--- src/rtl/multiword_add_ctrl.sv ---
// Multi-word adder sequencer: streams WORDS operand words through one external
// WIDTH-bit combinational adder, rippling the carry word by word.
module multiword_add_ctrl #(
   parameter int WIDTH = 32,
   parameter int WORDS = 4
) (
   input  logic                   clk,
   input  logic                   rst,
   input  logic                   req_valid,
   output logic                   req_ready,
   input  logic [WIDTH*WORDS-1:0] req_a,
   input  logic [WIDTH*WORDS-1:0] req_b,
   input  logic                   req_cin,
   output logic [WIDTH-1:0]       add_a,
   output logic [WIDTH-1:0]       add_b,
   output logic                   add_cin,
   input  logic [WIDTH-1:0]       add_s,
   input  logic                   add_cout,
   output logic                   rsp_valid,
   input  logic                   rsp_ready,
   output logic [WIDTH*WORDS-1:0] rsp_s,
   output logic                   rsp_cout,
   output logic                   busy
);
   // state  | meaning
   // S_IDLE | waiting for a request, req_ready high
   // S_RUN  | one operand word per cycle through the external adder
   // S_DONE | result held on rsp_* until the consumer takes it

   localparam int TW = WIDTH * WORDS;
   localparam int IW = (WORDS > 1) ? $clog2(WORDS) : 1;
   localparam logic [IW-1:0] IDX_LAST = IW'(WORDS - 1);

   typedef enum logic [1:0] {
      S_IDLE = 2'd0,
      S_RUN  = 2'd1,
      S_DONE = 2'd2
   } state_t;

   state_t          state_q, state_d;
   logic [TW-1:0]   a_q, a_d;
   logic [TW-1:0]   b_q, b_d;
   logic [TW-1:0]   sum_q, sum_d;
   logic            carry_q, carry_d;
   logic            cout_q, cout_d;
   logic [IW-1:0]   idx_q, idx_d;
   logic [WIDTH-1:0] a_word, b_word;

   always_comb begin
      a_word = '0;
      b_word = '0;
      for (int k = 0; k < WORDS; k++) begin
         if (idx_q == IW'(k)) begin
            a_word = a_q[k*WIDTH +: WIDTH];
            b_word = b_q[k*WIDTH +: WIDTH];
         end
      end
   end

   always_comb begin
      state_d = state_q;
      a_d     = a_q;
      b_d     = b_q;
      sum_d   = sum_q;
      carry_d = carry_q;
      cout_d  = cout_q;
      idx_d   = idx_q;
      case (state_q)
         S_IDLE: begin
            if (req_valid) begin
               a_d     = req_a;
               b_d     = req_b;
               carry_d = req_cin;
               idx_d   = '0;
               state_d = S_RUN;
            end
         end
         S_RUN: begin
            for (int k = 0; k < WORDS; k++) begin
               if (idx_q == IW'(k)) sum_d[k*WIDTH +: WIDTH] = add_s;
            end
            // idx stops at the last word; the final carry becomes rsp_cout
            if (idx_q == IDX_LAST) begin
               cout_d  = add_cout;
               state_d = S_DONE;
            end else begin
               carry_d = add_cout;
               idx_d   = idx_q + 1'b1;
            end
         end
         S_DONE: begin
            if (rsp_ready) state_d = S_IDLE;
         end
         default: state_d = S_IDLE;
      endcase
   end

   always_ff @(posedge clk or posedge rst) begin
      if (rst) begin
         state_q <= S_IDLE;
         a_q     <= '0;
         b_q     <= '0;
         sum_q   <= '0;
         carry_q <= 1'b0;
         cout_q  <= 1'b0;
         idx_q   <= '0;
      end else begin
         state_q <= state_d;
         a_q     <= a_d;
         b_q     <= b_d;
         sum_q   <= sum_d;
         carry_q <= carry_d;
         cout_q  <= cout_d;
         idx_q   <= idx_d;
      end
   end

   // rst gates req_ready so nothing can look accepted while reset is held
   assign req_ready = (state_q == S_IDLE) && !rst;
   assign add_a     = (state_q == S_RUN) ? a_word : '0;
   assign add_b     = (state_q == S_RUN) ? b_word : '0;
   assign add_cin   = (state_q == S_RUN) ? carry_q : 1'b0;
   assign rsp_valid = (state_q == S_DONE);
   assign rsp_s     = sum_q;
   assign rsp_cout  = cout_q;
   assign busy      = (state_q != S_IDLE);

endmodule

--- config.mk ---
export PLATFORM = sky130hd
export DESIGN_NAME = multiword_add_ctrl
export DESIGN_NICKNAME = d
export VERILOG_FILES = /design/src/rtl/multiword_add_ctrl.sv
export SDC_FILE = /design/constraint.sdc
export NUM_CORES = 1
export LEC_CHECK = 0
export ABC_CLOCK_PERIOD_IN_PS = 26500
export CAP_MARGIN = 10
export CORE_MARGIN = 5
export CORE_UTILIZATION = 41
export CTS_CLUSTER_DIAMETER = 100
export DETAILED_ROUTE_END_ITERATION = 8
export PLACE_DENSITY = 0.79
export SLEW_MARGIN = 10
export SYNTH_ARGS = -nofsm -noshare
export SYNTH_HDL_FRONTEND = slang
export SYNTH_SLANG_ARGS = --single-unit
--- constraint.sdc ---
create_clock -name clk -period 26.5 [get_ports clk]
set_input_delay 5.3 -clock clk [delete_from_list [all_inputs] [get_ports clk]]
set_output_delay 5.3 -clock clk [all_outputs]
set_load 0.01 [all_outputs]
== Word-level counts from Yosys, hierarchy flattened ==
Cells that the tools add are included.
Storage, ports and cells
  flip-flop bits (word level): 390
  bits of input ports: 294
  output and inout port bits: 197
  word-level logic and storage cells: 54
Operators by class
  add/subtract/negate cells: 1
  eq/ne operators: 9
  mux-type cells: 21
  reduce and logical (&&, ||, !) cells: 13
Operators by type and width (number)
  two-way mux 32 bit: 10
  two-way mux 2 bit: 5
  AND reduction 2 bit: 5
  equality test 2 bit (second input constant): 3
  != test 2 bit (second input constant): 3
  one-hot mux 2 bit (3 select lines): 1
  AND reduction 3 bit: 2
  equality test 2 x 1 -> 1 bit (second input constant): 2
  logical NOT 2 bit: 2
  one-hot mux 2 bit (2 select lines): 1
  nonzero test 2 bit: 2
  two-way mux 1 bit: 3
  adder 2 x 1 -> 2 bit (second input constant): 1
  != test 2 x 1 -> 1 bit (second input constant): 1
  one-hot mux 1 bit (2 select lines): 1
  logical AND 1 bit: 1
  logical NOT 1 bit: 1

== Depth between registers and ports, before layout ==
Gate-level depths: netlist of the first run.
  depth after elaboration: 6
  mapped depth: 7
  mapped depth without buffers: 5

== Least setup slack after synthesis of the first run ==
No wires, ideal clock.
  path kind: in2out
  start point: in rst
  end point: out req_ready
  arrival: 5.469 ns
  required time: 21.200 ns
  slack: 15.731 ns
  stages: 1
  buffers on the path: 0
  cells stage by stage: nor2_1
Between the ends
  longest elaborated chain between the ends: 2
Ends and longest elaborated chain
  from (decl): RTL line 8  | input logic rst,
  logical NOT 1 bit: RTL line 119  | assign req_ready = (state_q == S_IDLE) && !rst;
  logical AND 1 bit: RTL line 119
  to (decl): RTL line 10  | output logic req_ready,
Every way passes these cells.

== Worst setup path in the final report of the first run ==
Same ends and word-level chain as after synthesis.

==> results.tsv, run 1 <==
stage	metric	value	unit
routing	routedWlPerCell	23.8	um
placed_design	hpwl	34100	um
synth	syn_area_per_cell	15.2	um2
synth	synth_top_area_share	55.6	%
sta	maxSlewHeadroom	22.2	%
routing	drt-met1-wl	21000	um
power	ir_drop	0.106	mV
clock_network	cts-hold-fix-buffers	0	
floorplan	ios	491	
sta	grt_setup_unrepaired	false	
routing	wl	51900	um
sta	fin_skew	22.1	ps
sta	max_freq	84.7	MHz
setup_path	reg2regPathDepth	5	
global_routing	grt_usage	21.4	%
setup_path	worstReg2RegEnd	a_q[120]$_DFFE_PP0P_	
clock_network	post_cts.repair.setup_buffers	0	
layout	final_cells	2187	
setup_path	path_class	in -> out	
synth	syn_inst	1157	
power	p_int	2180	uW
floorplan	chipHeight	217	um
power	power_frac_comb	47.5	%
sta	final.setup.tns	0	ps
synth	ys_ff_latch	390	
routing	drt_iter0_drc	826	
clock_network	htreeDepth	2	
floorplan	row_count	75	
sta	hold_ws	502	ps
floorplan	die_w	217	um
synth	synth_area	17500	um2
sta	slew_viol_final	0	
power	swShare	33.1	%
clock_network	post_cts_resize_count	0	
layout	nFillCells	3321	
sta	hold_viol	0	
global_routing	grt_overflow	0	
placed_design	gp_congestion	0.787	
sta	period_needed	11810	ps
clock_network	clockRootBuffer	clkbuf_16	
global_routing	grt_pass1_vias	13000	
sta	setup-violations-final	0	
power	p_sw	1080	uW
clock_network	cts_tree	done	
power	power_frac_seq	33.2	%
clock_network	cts_made_buffers	43	
global_routing	grt_pass1_wl	79600	um
setup_path	rrSetupSlack	22660	ps
clock_network	cts.sinks	390	
power	p_per_area	135	nW/um2
clock_network	cts.clk_slew.worst_paths	60	ps
synth	seq_area_frac_synth	55.6	%
routing	met3_length	3800	um
sta	min_period_over_period	44.6	%
setup_path	cp-end-kind	primary output	
setup_path	critPathLaunchType	primary input	
synth	syn_nets	1455	
min_path	hold_class	reg -> reg	
floorplan	coreArea	42100	um2
setup_path	cp_data_arrival_time	6510	ps
power	p_clk_share	19.3	%
setup_path	cp-endpoint	req_ready	
clock_network	insertion_delay	570	ps
synth	yosys_warnings	0	
routing	num_vias	11900	
routing	vias_per_cell	5.45	
routing	top_layer_used	met5	
placed_design	placed_area	22700	um2
power	report.power.total	3270	uW
setup_path	r2r_start	state_q[0]$_DFFE_PP0P_	
layout	drive_above_1_share	29.4	%
synth	synth_cell_type_count	26	
layout	area_growth	38.2	%
setup_path	worst-path-max-fanout	2	
sta	tightestPinTransition	1170	ps
setup_path	required	21200	ps
routing	drc_errors	0	
setup_path	crit_start	rst	
layout	design_area	24200	um2
floorplan	dieArea	47000	um2
global_routing	antenna_found_initial	7	
clock_network	cts_buffer_depth	3	
synth	yosys.area.top_type	dfrtp_1	
routing	dr.pass1.iters	5	
placed_design	io_buffers	490	
status	outcome	completed	
layout	layout.nets	1909	
routing	met2WireLength	25200	um
global_routing	grt_max_degree	179	
placed_design	dp.cells	2105	
run	drv_cap	0	
floorplan	start_util	41.6	%
routing	drt.antenna.violating_nets	0	
power	power_leakage	0.0105	uW
synth	synth.top_cells.by_area	dfrtp_1 (56%), mux2_4 (19%), mux2_2 (11%)	
-- registers in the layout, indices dropped and copies added, names as in the netlist --
name / count
rsp_s: 128
a_q: 128
rsp_cout: 1
carry_q: 1
b_q: 128
state_q: 2
idx_q: 2
-- per-stage QoR --
step | setup slack [ps] | util, %
detailed placement | 14690 | 54.0
global route | 14630 | 57.5
CTS | 14680 | 57.5
global placement | 14650 | 54.0
finish | 14690 | 57.6
floorplan | 10360 | -
-- power groups by stage --
stage	sequential (uW)	combinational [uW]	clock, uW
after detailed placement	1090	1560	0
after floorplan	1090	904	0
after CTS	1080	1570	646
final	1080	1550	630
after global routing	1120	1640	670
after global placement	1070	1530	0
-- Yosys cell counts, drive strengths merged --
cell and instances:
dfrtp 390, mux2 385, nor2b 66, a221oi 64
nand3 64, o41ai 64, buf 61, clkbuf 37
inv 5, ha 4, nand2 4, nand2b 3
o21ai 2, and2 1, mux2i 1, nor2 1
o221a 1, o22ai 1, or2 1, or3 1
or3b 1
-- cell families (layout without fill, tap and decap cells) --
kind of cell / after synthesis / after routing / share of synthesized area, %
flops: 390 / 390 / 55.6
buf+inv: 103 / 590 / 3.54
mux: 386 / 386 / 29.5
fa+ha+maj: 4 / 4 / 0.285
compound gates: 132 / 132 / 6.55
other cells: 0 / 4 / 0
simple gates: 142 / 142 / 4.55
-- routing by layer --
layer / up-vias / global-route usage (%)
met3: 102 / 5.61
li1: 5225 / -
met4: 6 / 8.34
met5: - / 0
met1: 6129 / 26.7
met2: 452 / 35.9
-- cell type report --
| cell class | count | area (um2) | share of cell area [%] |
|---|---|---|---|
| flip-flops and latches | 390 | 9760 | 40.2 |
| multi-input cells | 664 | 7230 | 29.8 |
| repair buffers | 507 | 5040 | 20.8 |
| clock buffers | 63 | 1300 | 5.37 |
| well taps | 539 | 674 | 2.78 |
| clock inverters | 15 | 201 | 0.831 |
| inverters | 5 | 26.3 | 0.108 |
| diodes | 4 | 10.0 | 0.0413 |
-- worst max-delay path, cell delays in order --
cell and delay, ps:
clkdlybuf4s50_1 510, nor2_1 150, clkdlybuf4s50_1 550
-- cell usage in the layout, fill, tap and decap left out, types with 4 or more instances in the layout --
cell             count
a221oi_1            64
buf_4               16
bufinv_16            4
clkbuf_1             6
clkbuf_16           44
clkbuf_8            13
clkdlybuf4s50_1    490
clkinv_2             5
dfrtp_1            390
diode_2              4
inv_1                4
mux2_2             165
mux2_4             220
nand2_1              4
nand3_1             64
nor2b_1             64
o41ai_1             64
-- worst min path at each step --
stage	from	endpoint	slack (ps)	cells past startpoint
final	rsp_s[17]$_DFFE_PP0P_	rsp_s[17]$_DFFE_PP0P_	500	1
after global routing	rsp_s[26]$_DFFE_PP0P_	rsp_s[26]$_DFFE_PP0P_	510	1
after CTS	rsp_s[117]$_DFFE_PP0P_	rsp_s[117]$_DFFE_PP0P_	510	1
after detailed placement	rsp_s[57]$_DFFE_PP0P_	rsp_s[57]$_DFFE_PP0P_	490	1
after global placement	rsp_s[12]$_DFFE_PP0P_	rsp_s[12]$_DFFE_PP0P_	490	1
after floorplan	b_q[10]$_DFFE_PP0P_	b_q[10]$_DFFE_PP0P_	480	1
Note: power is estimated with default switching activity, not from simulation.
==> run 2, diff against run 1 <==
--- a/config.mk
+++ b/config.mk
@@ -5,13 +5,13 @@
 export SDC_FILE = /design/constraint.sdc
 export NUM_CORES = 1
 export LEC_CHECK = 0
-export ABC_CLOCK_PERIOD_IN_PS = 26500
+export ABC_CLOCK_PERIOD_IN_PS = 10400
 export CAP_MARGIN = 10
 export CORE_MARGIN = 5
 export CORE_UTILIZATION = 41
 export CTS_CLUSTER_DIAMETER = 100
 export DETAILED_ROUTE_END_ITERATION = 8
-export PLACE_DENSITY = 0.79
+export PLACE_DENSITY = 0.82
 export SLEW_MARGIN = 10
 export SYNTH_ARGS = -nofsm -noshare
 export SYNTH_HDL_FRONTEND = slang
==> constraint.sdc (replaced) <==
create_clock -name clk -period 10.4 [get_ports clk]
set_input_delay 2.08 -clock clk [delete_from_list [all_inputs] [get_ports clk]]
set_output_delay 2.08 -clock clk [all_outputs]
set_load 0.01 [all_outputs]
==> run 2 against run 1 <==
Count of clock-buffer cells in the layout is 7 lower. Sequential power grew to 2.6 times the previous value. Worst setup slack worse by 10000 ps. Combinational power rose to 2.6 times the previous value.
==> results.tsv, run 2 (same netlist as run 1, synthesis figures left out) <==
stage	metric	value	unit	change
status	outcome	completed		unchanged
floorplan	coreArea	42100	um2	unchanged
clock_network	htreeDepth	2		unchanged
sta	hold_viol	0		unchanged
placed_design	io_buffers	490		unchanged
sta	min_period_over_period	57.7	%	
setup_path	path_class	reg -> out		was in -> out
placed_design	gp_congestion	0.852		was 0.787
power	p_per_area	343	nW/um2	was 135 nW/um2
power	power_leakage	0.0105	uW	about the same
setup_path	r2r_start	state_q[1]$_DFFE_PP0P_		was state_q[0]$_DFFE_PP0P_
setup_path	rrSetupSlack	6870	ps	was 22,660 ps
sta	maxSlewHeadroom	27.4	%	was 22.2%
global_routing	grt_overflow	0		unchanged
layout	final_common_cell	clkdlybuf4s50_1		unchanged
min_path	holdPathStages	1		unchanged
layout	layout.nets	1909		unchanged
run	drv_cap	0		unchanged
placed_design	dp.cells	2105		unchanged
clock_network	cts_made_buffers	43		unchanged
sta	hold_ws	503	ps	was 502 ps
routing	vias_per_cell	5.47		was 5.45
routing	wl	52600	um	was 51,900 um
clock_network	post_cts_resize_count	0		unchanged
setup_path	worstReg2RegEnd	b_q[7]$_DFFE_PP0P_		was a_q[120]$_DFFE_PP0P_
global_routing	grt_usage	21.8	%	was 21.4%
floorplan	row_count	75		unchanged
global_routing	grt_max_degree	173		was 179
routing	routedWlPerCell	24.1	um	was 23.8 um
min_path	hp-start	rsp_s[2]$_DFFE_PP0P_		was rsp_s[17]$_DFFE_PP0P_
sta	grt_setup_unrepaired	false		unchanged
global_routing	grt_pass1_wl	80900	um	was 79,600 um
clock_network	insertion_delay	560	ps	was 570 ps
clock_network	clockRootBuffer	clkbuf_16		unchanged
layout	nFillCells	3233		was 3,321
routing	drc_errors	0		unchanged
setup_path	critPathLaunchType	register		was primary input
layout	drive_above_1_share	29.4	%	about the same
sta	period_needed	6000	ps	
setup_path	reg2regPathDepth	4		was 5
sta	max_freq	167	MHz	
routing	drt_iter0_drc	818		was 826
clock_network	cts_tree	done		unchanged
setup_path	cpMaxStageDelayCell	buf_4		was clkdlybuf4s50_1
setup_path	path_cells	inv_1 > ha_4 > buf_4 > a221oi_1 > o41ai_1 > clkdlybuf4s50_1		was clkdlybuf4s50_1 > nor2_1 > clkdlybuf4s50_1
sta	fin_skew	12.5	ps	was 22.1 ps
min_path	holdPathEnd	rsp_s[2]$_DFFE_PP0P_		was rsp_s[17]$_DFFE_PP0P_
routing	dr.pass1.iters	5		unchanged
sta	final.setup.tns	0	ps	unchanged
setup_path	cp-end-kind	primary output		unchanged
clock_network	cts.clk_slew.worst_paths	70	ps	was 60 ps
clock_network	cts-hold-fix-buffers	0		unchanged
setup_path	worst-path-max-fanout	89		was 2
setup_path	crit_buf_inv	3		was 2
layout	final_cell_mix	clkdlybuf4s50_1 (490), dfrtp_1 (390), mux2_4 (220)		unchanged
layout	design_area	24200	um2	about the same
min_path	hold_class	reg -> reg		unchanged
placed_design	placed_area	22700	um2	about the same
setup_path	slowest_delay	790	ps	was 550 ps
setup_path	critical_path.top_delay_family	buffers and inverters		unchanged
floorplan	chipHeight	217	um	unchanged
sta	setup_slack	4400	ps	was 14,690 ps
placed_design	hpwl	35000	um	was 34,100 um
power	ir_drop	0.228	mV	was 0.106 mV
layout	area_growth	37.8	%	was 38.2%
clock_network	cts_buffer_depth	3		unchanged
global_routing	antenna_found_initial	4		was 7
floorplan	ios	491		unchanged
floorplan	dieArea	47000	um2	unchanged
clock_network	cts.sinks	390		unchanged
global_routing	grt_pass1_vias	13400		was 13,000
clock_network	post_cts.repair.setup_buffers	0		unchanged
routing	drt.antenna.violating_nets	0		unchanged
setup_path	required	8320	ps	was 21,200 ps
placed_design	pre_cts_ws	4890	ps	was 14,690 ps
sta	tightestPinTransition	1090	ps	was 1170 ps
floorplan	start_util	41.6	%	unchanged
routing	num_vias	12000		was 11,900
sta	slew_viol_final	0		unchanged
layout	final_cells	2184		was 2,187
setup_path	cp_data_arrival_time	3920	ps	was 6510 ps
sta	setup-violations-final	0		unchanged
floorplan	die_w	217	um	unchanged
run 2: layer usage:
| layer | vias up | wire length (um) | track usage (%) |
|---|---|---|---|
| met5 | - | 50 | 0 |
| met3 | 133 | 4150 | 5.93 |
| met4 | 6 | 2430 | 10.0 |
| met1 | 6107 | 20800 | 27.0 |
| met2 | 500 | 25100 | 35.9 |
| li1 | 5208 | - | - |
run 2: metrics by stage:
step	total power, uW	util [%]
global placement	6620	54.0
floorplan	5080	-
global route	8720	57.4
CTS	8360	57.4
detailed placement	6740	54.0
finish	8290	57.4
run 2: worst max-delay path by stage:
stage | start | endpoint | slack [ps] | cells past startpoint
finish | idx_q[0]$_DFFE_PP0P_ | add_a[8] | 4400 | 6
global route | idx_q[0]$_DFFE_PP0P_ | add_a[8] | 4120 | 6
CTS | idx_q[0]$_DFFE_PP0P_ | add_b[13] | 4260 | 6
detailed placement | req_valid | b_q[11]$_DFFE_PP0P_ | 4890 | 5
global placement | idx_q[0]$_DFFE_PP0P_ | add_a[7] | 4930 | 6
floorplan | rst | a_q[0]$_DFFE_PP0P_ | 3070 | 1
run 2: report_power, final:
part           internal, uW  leakage (uW)  switching (uW)
sequential             2310       0.00457             465
combinational          2290       0.00520            1670
clock                   919      0.000715             633
run 2: layout make-up:
class | instances | area (um2) | share of cell area [%]
flip-flops and latches | 390 | 9760 | 40.4
multi-input cells | 664 | 7220 | 29.9
inverters | 5 | 22.5 | 0.0931
diodes | 1 | 2.50 | 0.0103
well taps | 539 | 674 | 2.79
clock buffers | 56 | 1200 | 4.98
repair buffers | 507 | 5070 | 21.0
clock inverters | 22 | 230 | 0.952
